## src/rtl/laser_host_driver_if.sv

```systemverilog
`default_nettype none
`timescale 1ns/1ps
// ============================================================================
//  Module   : laser_host_driver_if
//  Brief    : Signal bundle between the host driver, its register write port
//             and the two-circle laser coverage engine.
//  Revision : 1.0 - initial release
// ============================================================================
interface laser_host_driver_if;
    // Point-memory write port and run request
    logic       WR_EN;
    logic [5:0] WR_ADDR;
    logic [3:0] WR_X;
    logic [3:0] WR_Y;
    logic       START;
    // Engine link
    logic       LASER_RST;
    logic [3:0] X;
    logic [3:0] Y;
    logic       LASER_DONE;
    logic [3:0] L_C1X;
    logic [3:0] L_C1Y;
    logic [3:0] L_C2X;
    logic [3:0] L_C2Y;
    // Status and result
    logic       BUSY;
    logic [5:0] SCORE;
    logic       SCORE_VALID;
    logic       TIMEOUT_ERR;

    // The driver itself
    modport slave (
        input  WR_EN, WR_ADDR, WR_X, WR_Y, START,
        input  LASER_DONE, L_C1X, L_C1Y, L_C2X, L_C2Y,
        output LASER_RST, X, Y, BUSY, SCORE, SCORE_VALID, TIMEOUT_ERR
    );

    // Host plus engine, seen from outside the driver
    modport master (
        output WR_EN, WR_ADDR, WR_X, WR_Y, START,
        output LASER_DONE, L_C1X, L_C1Y, L_C2X, L_C2Y,
        input  LASER_RST, X, Y, BUSY, SCORE, SCORE_VALID, TIMEOUT_ERR
    );
endinterface
`default_nettype wire

```

## src/rtl/laser_host_driver.sv

```systemverilog
`default_nettype none
`timescale 1ns/1ps
// ============================================================================
//  Module   : laser_host_driver
//  Brief    : Loads a target point set, runs the laser coverage engine over
//             it, captures the two reported centres and re-scores them by
//             counting points inside the union of the two circles.
//  Revision : 1.0 - initial release
// ============================================================================
module laser_host_driver #(
    parameter int NPTS    = 40,
    parameter int R_SQ    = 16,
    parameter int TIMEOUT = 1023
) (
    input  wire logic            CLK,
    input  wire logic            RST,
    laser_host_driver_if.slave   bus
);

    localparam int         WAIT_W      = $clog2(TIMEOUT + 1);
    localparam logic [5:0] C_LAST      = 6'(NPTS - 1);
    localparam logic [5:0] C_NPTS      = 6'(NPTS);
    localparam logic [WAIT_W-1:0] C_WAIT_LAST = WAIT_W'(TIMEOUT - 1);
    localparam logic [8:0] C_RSQ       = 9'(R_SQ);

    typedef enum logic [2:0] {
        S_IDLE      = 3'd0,
        S_LRST      = 3'd1,
        S_STREAM    = 3'd2,
        S_WAIT_DONE = 3'd3,
        S_SCORE     = 3'd4,
        S_REPORT    = 3'd5
    } state_t;

    state_t            r_state, w_state_next;
    logic [5:0]        r_cnt, w_cnt_next;
    logic [WAIT_W-1:0] r_wait, w_wait_next;
    logic              w_start_run;
    logic              w_done_ok;
    logic              w_timeout;

    logic [3:0] r_mem_x [0:NPTS-1];
    logic [3:0] r_mem_y [0:NPTS-1];

    logic [3:0] r_c1x, r_c1y, r_c2x, r_c2y;
    logic [5:0] r_acc, w_acc_next;

    logic       r_laser_rst, r_busy, r_score_valid, r_timeout_err;
    logic [3:0] r_x, r_y;
    logic [5:0] r_score;

    // |a-b| by selecting the larger operand first, so nothing ever wraps
    function automatic logic [3:0] abs_diff(input logic [3:0] a, input logic [3:0] b);
        return (a >= b) ? (a - b) : (b - a);
    endfunction

    function automatic logic [7:0] square(input logic [3:0] d);
        return {4'd0, d} * {4'd0, d};
    endfunction

    // Scoring datapath: evaluate the point indexed by the run counter
    logic [3:0] w_px, w_py;
    logic [8:0] w_d1, w_d2;
    logic       w_hit;

    // Distance of the current point to both latched centres
    always_comb begin
        w_px  = r_mem_x[r_cnt];
        w_py  = r_mem_y[r_cnt];
        w_d1  = {1'b0, square(abs_diff(r_c1x, w_px))} + {1'b0, square(abs_diff(r_c1y, w_py))};
        w_d2  = {1'b0, square(abs_diff(r_c2x, w_px))} + {1'b0, square(abs_diff(r_c2y, w_py))};
        w_hit = (w_d1 <= C_RSQ) || (w_d2 <= C_RSQ);
        w_acc_next = r_acc + {5'd0, w_hit};
    end

    // FSM state, point counter and wait counter
    always_ff @(posedge CLK) begin
        if (RST) begin
            r_state <= S_IDLE;
            r_cnt   <= '0;
            r_wait  <= '0;
        end else begin
            r_state <= w_state_next;
            r_cnt   <= w_cnt_next;
            r_wait  <= w_wait_next;
        end
    end

    // Next-state logic and per-transition event flags
    always_comb begin
        w_state_next = r_state;
        w_cnt_next   = r_cnt;
        w_wait_next  = r_wait;
        w_start_run  = 1'b0;
        w_done_ok    = 1'b0;
        w_timeout    = 1'b0;
        case (r_state)
            S_IDLE: begin
                if (bus.START) begin
                    w_start_run  = 1'b1;
                    w_state_next = S_LRST;
                    w_cnt_next   = '0;
                end
            end
            S_LRST: begin
                w_state_next = S_STREAM;
                w_cnt_next   = '0;
            end
            S_STREAM: begin
                if (r_cnt == C_LAST) begin
                    w_state_next = S_WAIT_DONE;
                    w_cnt_next   = '0;
                    w_wait_next  = '0;
                end else begin
                    w_cnt_next   = r_cnt + 6'd1;
                end
            end
            S_WAIT_DONE: begin
                // DONE wins over an expiring counter in the same cycle
                if (bus.LASER_DONE) begin
                    w_done_ok    = 1'b1;
                    w_state_next = S_SCORE;
                    w_cnt_next   = '0;
                end else if (r_wait == C_WAIT_LAST) begin
                    w_timeout    = 1'b1;
                    w_state_next = S_REPORT;
                end else begin
                    w_wait_next  = r_wait + 1'b1;
                end
            end
            S_SCORE: begin
                if (r_cnt == C_LAST) begin
                    w_state_next = S_REPORT;
                    w_cnt_next   = '0;
                end else begin
                    w_cnt_next   = r_cnt + 6'd1;
                end
            end
            S_REPORT: begin
                w_state_next = S_IDLE;
            end
            default: begin
                w_state_next = S_IDLE;
                w_cnt_next   = '0;
            end
        endcase
    end

    // Point memory: host writes only while idle and in range
    always_ff @(posedge CLK) begin
        if (RST) begin
            for (int i = 0; i < NPTS; i++) begin
                r_mem_x[i] <= '0;
                r_mem_y[i] <= '0;
            end
        end else if (r_state == S_IDLE && bus.WR_EN && bus.WR_ADDR < C_NPTS) begin
            r_mem_x[bus.WR_ADDR] <= bus.WR_X;
            r_mem_y[bus.WR_ADDR] <= bus.WR_Y;
        end
    end

    // Centre capture on DONE and score accumulation
    always_ff @(posedge CLK) begin
        if (RST) begin
            r_c1x <= '0;
            r_c1y <= '0;
            r_c2x <= '0;
            r_c2y <= '0;
            r_acc <= '0;
        end else begin
            if (w_done_ok) begin
                r_c1x <= bus.L_C1X;
                r_c1y <= bus.L_C1Y;
                r_c2x <= bus.L_C2X;
                r_c2y <= bus.L_C2Y;
            end
            if (w_start_run)
                r_acc <= '0;
            else if (r_state == S_SCORE)
                r_acc <= w_acc_next;
        end
    end

    // Registered outputs, derived from the state being entered
    always_ff @(posedge CLK) begin
        if (RST) begin
            r_laser_rst   <= 1'b0;
            r_x           <= '0;
            r_y           <= '0;
            r_busy        <= 1'b0;
            r_score_valid <= 1'b0;
            r_score       <= '0;
            r_timeout_err <= 1'b0;
        end else begin
            r_laser_rst   <= (w_state_next == S_LRST);
            r_busy        <= (w_state_next != S_IDLE);
            r_score_valid <= (w_state_next == S_REPORT);
            if (w_state_next == S_STREAM) begin
                r_x <= r_mem_x[w_cnt_next];
                r_y <= r_mem_y[w_cnt_next];
            end else begin
                r_x <= '0;
                r_y <= '0;
            end
            if (w_start_run) begin
                r_score       <= '0;
                r_timeout_err <= 1'b0;
            end else begin
                if (r_state == S_SCORE && w_state_next == S_REPORT)
                    r_score <= w_acc_next;
                if (w_timeout)
                    r_timeout_err <= 1'b1;
            end
        end
    end

    assign bus.LASER_RST   = r_laser_rst;
    assign bus.X           = r_x;
    assign bus.Y           = r_y;
    assign bus.BUSY        = r_busy;
    assign bus.SCORE       = r_score;
    assign bus.SCORE_VALID = r_score_valid;
    assign bus.TIMEOUT_ERR = r_timeout_err;

endmodule
`default_nettype wire

```

## src/flat_wrapper.sv

```systemverilog
// flat-port wrapper written by rule: the top's interface ports become plain ports
module laser_host_driver_flat 
#(
    parameter int NPTS    = 40,
    parameter int R_SQ    = 16,
    parameter int TIMEOUT = 1023
)
  (CLK, RST, bus_WR_EN, bus_WR_ADDR, bus_WR_X, bus_WR_Y, bus_START, bus_LASER_DONE, bus_L_C1X, bus_L_C1Y, bus_L_C2X, bus_L_C2Y, bus_LASER_RST, bus_X, bus_Y, bus_BUSY, bus_SCORE, bus_SCORE_VALID, bus_TIMEOUT_ERR);
  laser_host_driver_if bus_i ();
  input  wire logic CLK;
  input  wire logic RST;
  input wire logic [$bits(bus_i.WR_EN)-1:0] bus_WR_EN;
  input wire logic [$bits(bus_i.WR_ADDR)-1:0] bus_WR_ADDR;
  input wire logic [$bits(bus_i.WR_X)-1:0] bus_WR_X;
  input wire logic [$bits(bus_i.WR_Y)-1:0] bus_WR_Y;
  input wire logic [$bits(bus_i.START)-1:0] bus_START;
  input wire logic [$bits(bus_i.LASER_DONE)-1:0] bus_LASER_DONE;
  input wire logic [$bits(bus_i.L_C1X)-1:0] bus_L_C1X;
  input wire logic [$bits(bus_i.L_C1Y)-1:0] bus_L_C1Y;
  input wire logic [$bits(bus_i.L_C2X)-1:0] bus_L_C2X;
  input wire logic [$bits(bus_i.L_C2Y)-1:0] bus_L_C2Y;
  output wire logic [$bits(bus_i.LASER_RST)-1:0] bus_LASER_RST;
  output wire logic [$bits(bus_i.X)-1:0] bus_X;
  output wire logic [$bits(bus_i.Y)-1:0] bus_Y;
  output wire logic [$bits(bus_i.BUSY)-1:0] bus_BUSY;
  output wire logic [$bits(bus_i.SCORE)-1:0] bus_SCORE;
  output wire logic [$bits(bus_i.SCORE_VALID)-1:0] bus_SCORE_VALID;
  output wire logic [$bits(bus_i.TIMEOUT_ERR)-1:0] bus_TIMEOUT_ERR;
  assign bus_i.WR_EN = bus_WR_EN;
  assign bus_i.WR_ADDR = bus_WR_ADDR;
  assign bus_i.WR_X = bus_WR_X;
  assign bus_i.WR_Y = bus_WR_Y;
  assign bus_i.START = bus_START;
  assign bus_i.LASER_DONE = bus_LASER_DONE;
  assign bus_i.L_C1X = bus_L_C1X;
  assign bus_i.L_C1Y = bus_L_C1Y;
  assign bus_i.L_C2X = bus_L_C2X;
  assign bus_i.L_C2Y = bus_L_C2Y;
  assign bus_LASER_RST = bus_i.LASER_RST;
  assign bus_X = bus_i.X;
  assign bus_Y = bus_i.Y;
  assign bus_BUSY = bus_i.BUSY;
  assign bus_SCORE = bus_i.SCORE;
  assign bus_SCORE_VALID = bus_i.SCORE_VALID;
  assign bus_TIMEOUT_ERR = bus_i.TIMEOUT_ERR;
  laser_host_driver #(.NPTS(NPTS), .R_SQ(R_SQ), .TIMEOUT(TIMEOUT)) u_core (.CLK(CLK), .RST(RST), .bus(bus_i));
endmodule
```

## config.mk

```make
export PLATFORM = sky130hd
export DESIGN_NAME = laser_host_driver_flat
export DESIGN_NICKNAME = d
export VERILOG_FILES = /design/src/rtl/laser_host_driver_if.sv /design/src/rtl/laser_host_driver.sv /design/src/flat_wrapper.sv
export SDC_FILE = /design/constraint.sdc
export NUM_CORES = 1
export LEC_CHECK = 0
export ABC_AREA = 1
export CORE_UTILIZATION = 54
export DETAILED_ROUTE_END_ITERATION = 6
export PLACE_DENSITY_LB_ADDON = 0.15
export SYNTH_ARGS = -nofsm -noshare
export SYNTH_HDL_FRONTEND = slang
export SYNTH_SLANG_ARGS = --single-unit
```

## constraint.sdc

```tcl
create_clock -name CLK -period 20.1 [get_ports CLK]
set_clock_uncertainty 0.1 [all_clocks]
set_input_delay 6.03 -clock CLK [delete_from_list [all_inputs] [get_ports CLK]]
set_output_delay 6.03 -clock CLK [all_outputs]
set_load 0.01 [all_outputs]
```

======== After elaboration in Yosys (flattened, before gate mapping) ========
Memories as Yosys holds them, arrays and structs flattened. A register that Yosys moved wholly into a read port is not among the register bits.
Cells that the tools add are included.
W data, S select, Z words.
storage, ports and cells
  bits in registers ....................... 51
  memories ................................ 2
  memory bits (writable) .................. 320
  word-level logic and storage cells ...... 104
  bits of input ports ..................... 35
  output and inout port bits .............. 18
memory list
  memory          depth  bits a word  rd ports  clocked after memory_dff  wr ports  line                     source
  u_core.r_mem_x  40     4            2         2                         40        laser_host_driver.sv:42  logic [3:0] r_mem_x [0:NPTS-1];
  u_core.r_mem_y  40     4            2         2                         40        laser_host_driver.sv:43  logic [3:0] r_mem_y [0:NPTS-1];
operators by class
  multipliers ............................. 4
  add/subtract/negate cells ............... 13
  muxes and demuxes ....................... 38
  bitwise gates (word level) .............. 1
  reduce and logical (&&, ||, !) cells .... 13
  order comparisons ....................... 7
  equality and inequality tests ........... 13
operator list
  cell                     number
  $mux W6                  7
  $mul A4 B4 Y8            4
  $sub A4 B4 Y4            8
  $mux W10                 3
  $mux W4                  6
  $pmux W6 S4              1
  $pmux W10 S2             1
  $add A8 B8 Y9            2
  $le A9 B5 Y1 const B     2
  $ge A4 B4 Y1             4
  $mux W3                  5
  $pmux W3 S5              1
  $mux W1                  14
  $add A10 B1 Y10 const B  1
  $eq A10 B10 Y1 const B   1
  $eq A3 B2 Y1 const B     3
  $eq A3 B3 Y1 const B     3
  $reduce_or A4 Y1         2
  $add A6 B1 Y6            1
  $add A6 B1 Y6 const B    1
  $eq A3 B1 Y1 const B     2
  $eq A6 B6 Y1 const B     1
  $lt A6 B6 Y1 const B     1
  $reduce_or A2 Y1         3
  9 further kinds          12

======== Longest topological paths before layout ========
  depth after elaboration ................. 8
  mapped depth ............................ 47
  mapped depth without buffers ............ 44

======== Worst setup path after synthesis ========
OpenSTA, ideal clock, no wires.
  path kind ............................... in2reg
  from .................................... input bus_WR_ADDR[5]
  to ...................................... memory u_core.r_mem_x[0][0] (enable)
  setup time .............................. 0.329 ns
  data required time ...................... 19.671 ns
  arrival ................................. 7.486 ns
  cell stages on the path ................. 8
  buffers on the path ..................... 2
  slack ................................... 12.185 ns
  cell sequence ........................... clkbuf_1 > o21ai_0 > nand4_1 > or2_2 > clkbuf_1 > nor3_2 > nand2_2 > nand2_1
RTL lines
  item         line                     source
  from (decl)  flat_wrapper.sv:13       input wire logic [$bits(bus_i.WR_ADDR)-1:0] bus_WR_ADDR;
  to (decl)    laser_host_driver.sv:42

======== Worst setup path after layout ========
  from .................................... input bus_LASER_DONE
  to ...................................... register u_core.r_y[1] (netlist: u_core.bus.Y[1]) (read register of u_core.r_mem_y)
between the ends
  word-level cells in the longest chain between the ends .. 5
  elaborated cells on any way between the ends .. 7
  those cells by class .................... eq/ne: 1; mux: 4; bitwise: 1; reduce/logical: 1
RTL lines
  item                               line                      source
  from (decl)                        flat_wrapper.sv:17        input wire logic [$bits(bus_i.LASER_DONE)-1:0] bus_LASER_DONE;
  $mux W3                            laser_host_driver.sv:120  if (bus.LASER_DONE) begin
  $pmux W3 S5                        laser_host_driver.sv:97   case (r_state)
  $eq A3 B2 Y1                       laser_host_driver.sv:198  if (w_state_next == S_STREAM) begin
  $not A1 Y1 (no source line)        -
  $reduce_or A2 Y1 (no source line)  -
  to (decl)                          laser_host_driver.sv:49   logic [3:0] r_x, r_y;
Several ways; a longest one is shown, not always the timed one.
A chain may end at the register's enable or synchronous reset.

==> impl_metrics.env <==
export IMPL_finalCritPeriodShare_pct=51.9
export IMPL_numPortBuffers=52
export IMPL_initial_core_util_pct=54.7
export IMPL_status="complete, no violations"
export IMPL_cts_max_path_buffers=3
export IMPL_num_vias=28987
export IMPL_grt_pass1_wl_um=156000
export IMPL_grt_pass1_vias=26720
export IMPL_post_route_min_period_ns=10.42
export IMPL_relSlewSlack_pct=19.5
export IMPL_cp_required_ns=20.51
export IMPL_tns_ns=0
export IMPL_netlist_cell_type_count=52
export IMPL_powerDensity_mw_per_mm2=86.6
export IMPL_die_h_um=250
export IMPL_drt_total_wl_um=102000
export IMPL_hold_viol=0
export IMPL_worst_hold_path_type="reg2reg"
export IMPL_rsz0062_at_grt="false"
export IMPL_track_usage_pct=32.5
export IMPL_antenna_cells=0
export IMPL_syn_area_mm2=0.0331
export IMPL_dieWidth_um=250
export IMPL_cts_buffers=66
export IMPL_clk_pin_slew_ns=0.06
export IMPL_cp_data_arrival_time_ns=10.83
export IMPL_nFillCells=5343
export IMPL_sw_frac_of_total_pct=27.8
export IMPL_p_clk_share_pct=39.6
export IMPL_cts_root_buf="clkbuf_16"
export IMPL_synth_edff_count=512
export IMPL_setup_worst_path_start_class="input port"
export IMPL_ys_top_cells_by_area="edfxtp_1, nand2_1, nand3_1"
export IMPL_setup_viol=0
export IMPL_synth_top_area_cell="edfxtp_1"
export IMPL_fin_nets=4200
export IMPL_p_seq_share_pct=43.1
export IMPL_path_class="in2reg"
export IMPL_postCtsSetupBuffers=0
export IMPL_area_growth_pct=11.3
export IMPL_p_leak_uw=0.0153
export IMPL_rows=90
export IMPL_syn_inst=3991
export IMPL_synthArstFlopShare_pct=0
export IMPL_regArea_mm2=0.0166
export IMPL_grt_max_degree=238
export IMPL_multiInputGateArea_mm2=0.0141
export IMPL_synthFlopType="edfxtp_1"
export IMPL_pin_count=53
export IMPL_cts_tree="yes"
export IMPL_grt_overflow_total=0
export IMPL_core_area_mm2=0.0605
export IMPL_cts_max_level=3
export IMPL_avgSynthCellArea_um2=8.29
export IMPL_finalPower_uw=3190
export IMPL_cp_max_fo=237
export IMPL_routedWlPerCell_um=20.8
export IMPL_synth_common_cells="nand2_1, nor2_1, inv_1"
export IMPL_synth_seq_cells=571
export IMPL_antenna_found_initial=1
export IMPL_drc=0
export IMPL_worst_pin_slew_ns=1.21
export IMPL_yosys_warnings=0
export IMPL_drive_gt1_share_pct=4.73
export IMPL_power_switching_uw=886
export IMPL_ys_seq_area_share_pct=50.0
export IMPL_postRouteAntennaNets=0
export IMPL_comb_power_share_pct=17.3
export IMPL_intPower_uw=2310
export IMPL_first_pass_iters=6
export IMPL_vias_per_cell=5.91
export IMPL_cts_resized_gates=0
export IMPL_endpoint_kind="flip-flop"
export IMPL_dieArea_mm2=0.0623
export IMPL_yosysTopAreaCellShare_pct=46.4
export IMPL_clk_latency_ns=0.62
export IMPL_fmax_mhz=95.9
export IMPL_place_gp_congestion=0.911
export IMPL_drv_cap=0
export IMPL_first_iter_violations=3798
export IMPL_ir_drop_uv=72.1
export IMPL_slew_violations=0
export IMPL_synth_most_common_cell="nand2_1"
export IMPL_hpwl_um=60800
export IMPL_cts_sinks=571
export IMPL_postCtsHoldBufs=0
[layout make-up]
type | instances | area share [%]
multi-input combinational | 2781 | 38.2
sequential | 571 | 44.9
tap | 782 | 2.65
timing repair buffer | 103 | 2.52
clock inverter | 32 | 1.09
clock buffer | 87 | 5.03
inverter | 545 | 5.56
[layout by cell type, fill, tap and decap left out, types with 10 or more instances in the layout]
cell and count:
o22ai_1 12, conb_1 192, buf_4 49, fa_1 30, nor3_1 12, inv_1 533, nor2_1 542, nand2_1 559
nand4_1 134, o221ai_1 32, clkbuf_16 70, dfxtp_1 55, o211ai_1 50, o2111ai_1 24, xor2_1 11, inv_2 10
clkdlybuf4s50_1 52, o21ai_0 323, o21ai_1 30, ha_1 67, nand3_1 417, a21oi_1 276, edfxtp_1 512, clkbuf_1 13
[stage by stage]
stage / std cells / worst slack [ns] / utilization (%) / cell area, um^2 / hold WS (ns)
2_1_floorplan: 4182 / 12.19 / - / 33800 / 0.339
4_1_cts: 4901 / 9.98 / 61.0 / 36900 / 0.365
6_report: 4901 / 9.68 / 61.0 / 36900 / 0.363
5_1_grt: 4901 / 9.06 / 61.0 / 36900 / 0.388
3_3_place_gp: 4782 / 9.46 / 57.2 / 34600 / 0.354
3_5_place_dp: 4782 / 9.43 / 57.2 / 34600 / 0.356
[cells by family after synthesis]
| group | after synthesis | synth area share [%] |
|---|---|---|
| DFF | 571 | 50.0 |
| other | 1 | 0.0113 |
| buffers and inverters | 830 | 9.84 |
| adders and majority gates | 97 | 4.35 |
| muxes | 5 | 0.163 |
| AOI/OAI and AO/OA | 775 | 13.1 |
| and+or+nand+nor | 1698 | 22.2 |
| xor gates and xnor gates | 14 | 0.370 |
[sequential cells by signal, summed over array words and instances, names as in the netlist]
register	count
u_core.r_mem_y	256
u_core.r_mem_x	256
u_core.r_c2x	4
u_core.r_acc	6
u_core.r_c1y	4
u_core.bus.BUSY	1
u_core.r_state	3
u_core.r_cnt	6
u_core.bus.SCORE	6
u_core.bus.Y	4
u_core.r_c1x	4
u_core.bus.TIMEOUT_ERR	1
u_core.r_c2y	4
u_core.r_wait	10
u_core.bus.SCORE_VALID	1
u_core.bus.LASER_RST	1
u_core.bus.X	4
[metal layers]
layer / track usage (%) / share of wire, % / up-vias
li1: - / - / 13511
met1: 44.3 / 40 / 13480
met2: 49.6 / 44 / 1691
met3: 7.21 / 12 / 303
met4: 14.7 / 4.6 / 2
met5: 0 / 0.016 / -
[power by group through the flow]
stage               combinational [uW]  sequential (uW)  clock (uW)
floorplan                          407             1390           0
global route                       636             1380        1310
finish                             552             1380        1260
global placement                   536             1400           0
detailed placement                 543             1400           0
CTS                                547             1370        1270
[final timing paths]
| kind | from | to | slack [ns] | cells after the start |
|---|---|---|---|---|
| setup / recovery | bus_LASER_DONE | u_core.bus.Y[1] | 9.68 | 15 |
| hold / removal | u_core.bus.SCORE[1] | u_core.bus.SCORE[1] | 0.36 | 2 |
| setup reg to reg | u_core.r_cnt[0] | u_core.r_acc[5] | 9.86 | 40 |
| hold reg to reg | u_core.bus.SCORE[1] | u_core.bus.SCORE[1] | 0.36 | 2 |
[critical path, stage by stage]
cell,delay (ns)
clkdlybuf4s50_1,0.63
inv_1,0.09
nand2_1,0.06
nor2_1,0.07
nor2_4,0.10
buf_4,0.70
nand3_4,0.86
buf_12,0.54
o21ai_0,0.39
nand2_1,0.08
nand3_1,0.11
nand3_1,0.08
nand3_1,0.24
nand3_1,0.26
a21oi_1,0.20
Note: power is estimated with default switching activity, not from simulation.
==> edit, RTL diff (same settings) <==
`TIMEOUT` is set to 1023 in 2 places; all go to 511.
--- a/src/rtl/laser_host_driver.sv
+++ b/src/rtl/laser_host_driver.sv
@@ -12,3 +12,3 @@
     parameter int R_SQ    = 16,
-    parameter int TIMEOUT = 1023
+    parameter int TIMEOUT = 511
 ) (
--- a/src/flat_wrapper.sv
+++ b/src/flat_wrapper.sv
@@ -5,3 +5,3 @@
     parameter int R_SQ    = 16,
-    parameter int TIMEOUT = 1023
+    parameter int TIMEOUT = 511
 )
Behaviour: no difference found for any inputs over 4 cycles, from zero or initial values and one cycle with RST high; that may be too few to reach the edited logic, so the function may still have changed.
==> edit against the unedited design <==
- clock power fell by 9.5%
- maximum frequency decreased by 2.2%
- sequential cell count shrank 1
- design area fell by 1.0%
- routed wire length decreased by 0.10%
- largest power group unchanged
- area after synthesis down 0.21%
- worst setup slack worse by 0.24 ns
- sequential power barely moved
- power fell by 3.8%
- critical path depth increased by 2
- via count shrank 1.0%
- global-route usage is 0.059 points lower
==> edit: results (changes against the unedited design) <==
INFO  metric synth_area_per_cell = 8.34 um2 (+0.57%)
INFO  metric critical_path.max_stage_delay = 0.90 ns (+0.04 ns)
INFO  metric area_fraction_in_compound_gates_after_synthesis = 0.131 (-0.000333)
INFO  metric cts-buffers-inserted = 61 (-7.6%)
INFO  metric grt_pass1_wl = 155000 um (-0.81%)
INFO  metric drt_wl_total = 102000 um (-0.10%)
INFO  metric slew_headroom = 0.215 (+0.0206)
INFO  metric drt_iter0_markers = 3689 (-2.9%)
INFO  metric top_regs = u_core.r_mem_x (256), u_core.r_mem_y (256), u_core.r_wait (9)
INFO  metric slowest_stage = sky130_fd_sc_hd__buf_4
INFO  metric worst_skew_pair.late_latency = 0.65 ns (+0.03 ns)
INFO  metric synth_xor_xnor_area_share = 0.00424 (+0.000538)
INFO  metric synth.lib_cells_used.distinct = 55 (+5.8%)
INFO  metric synth-seq-area-share = 0.501 (about the same)
INFO  metric outcome = completed
INFO  metric power_leakage = 0.0151 uW (-1.5%)
INFO  metric worstPathMaxFanout = 210 (-11%)
INFO  metric synth_top_cells_by_count = sky130_fd_sc_hd__nand2_1, sky130_fd_sc_hd__inv_1, sky130_fd_sc_hd__nor2_1
INFO  metric first_global_vias = 26400 (-1.0%)
INFO  metric finalWeightedCongestion = 0.917 (+0.60%)
INFO  metric place_ws = 8.98 ns (-0.447 ns)
INFO  metric routed-via-count = 28700 (-1.0%)
INFO  metric design.final.nets = 4160 (-0.95%)
INFO  metric combined_global_route_utilization_of_all_metal_layers = 0.324 (-0.000591)
INFO  metric antenna_found_initial = 2 (+1)
INFO  metric dpl.cell_count = 4747 (-0.73%)
INFO  metric detailedRoute.firstPassIterationCount = 7 (+1)
INFO  metric avgViaCountPerCell = 5.90 (-0.17%)
INFO  metric synth_top_cells_by_area = sky130_fd_sc_hd__edfxtp_1, sky130_fd_sc_hd__nand2_1, sky130_fd_sc_hd__nand3_1
INFO  metric cts-htree-levels = 2 (-1)
INFO  metric dpl_cell_area = 0.0345 mm2 (-0.31%)
INFO  metric pin_count_of_the_biggest_net_entering_global_routing = 221 (-7.1%)
INFO  metric place.detailed.hpwl = 61400 um (+0.98%)
INFO  metric area.growth.synth_to_final = 10.4%
INFO  metric post_route_cells_drive_above_1_share = 0.0434 (-0.00393)
INFO  metric p_int = 2210 uW (-4.3%)
INFO  metric final.fill_count = 5323 (-0.37%)
INFO  metric post_synth_mux_area_share = 0.00288 (+0.00125)
==> edit: cell types whose count changed after synthesis, moves of 5 or more <==
cell and delta:
sky130_fd_sc_hd__o21ai_1 +36, sky130_fd_sc_hd__o21ai_0 -42, sky130_fd_sc_hd__o211ai_1 -9, sky130_fd_sc_hd__o2111ai_1 -6
sky130_fd_sc_hd__nor2_1 -18, sky130_fd_sc_hd__buf_1 -13, sky130_fd_sc_hd__inv_1 -7, sky130_fd_sc_hd__clkbuf_1 +15
sky130_fd_sc_hd__buf_4 -5, sky130_fd_sc_hd__o31ai_1 +5, sky130_fd_sc_hd__nand2_1 -7
==> edit: final cells by class <==
cell class	count	area share
Clock inverter	31	0.00902
Inverter	541	0.0558
Tap cell	782	0.0268
Sequential cell	570	0.454
Timing Repair Buffer	99	0.0246
Clock buffer	81	0.0453
Multi-Input combinational cell	2755	0.385
==> edit: path summary, 6_finish.rpt <==
check	from	to	slack, ns	depth (start not counted)
worst min register to register	u_core.bus.SCORE[2]	u_core.bus.SCORE[2]	0.36	2
worst max-delay path	bus_LASER_DONE	u_core.bus.X[2]	9.44	17
worst max register to register	u_core.r_cnt[0]	u_core.bus.SCORE[5]	9.55	39
worst min-delay path	u_core.bus.SCORE[2]	u_core.bus.SCORE[2]	0.36	2
==> edit: power groups by stage <==
stage               sequential, uW  clock, uW  combinational [uW]
floorplan                     1390          0                 417
global placement              1400          0                 536
detailed placement            1400          0                 548
CTS                           1380       1150                 551
global route                  1380       1190                 635
finish                        1380       1140                 553
==> edit: layer usage <==
layer,track usage,share of wire
met4,0.158,0.047
met2,0.504,0.45
met1,0.436,0.39
met3,0.0621,0.11
met5,0,0.000079
==> edit: critical path: cells and delay by family <==
family,cells,cell delay [ns]
AO/OA/AOI/OAI,2,0.26
buffers and inverters,5,2.68
AND/OR/NAND/NOR,10,1.86
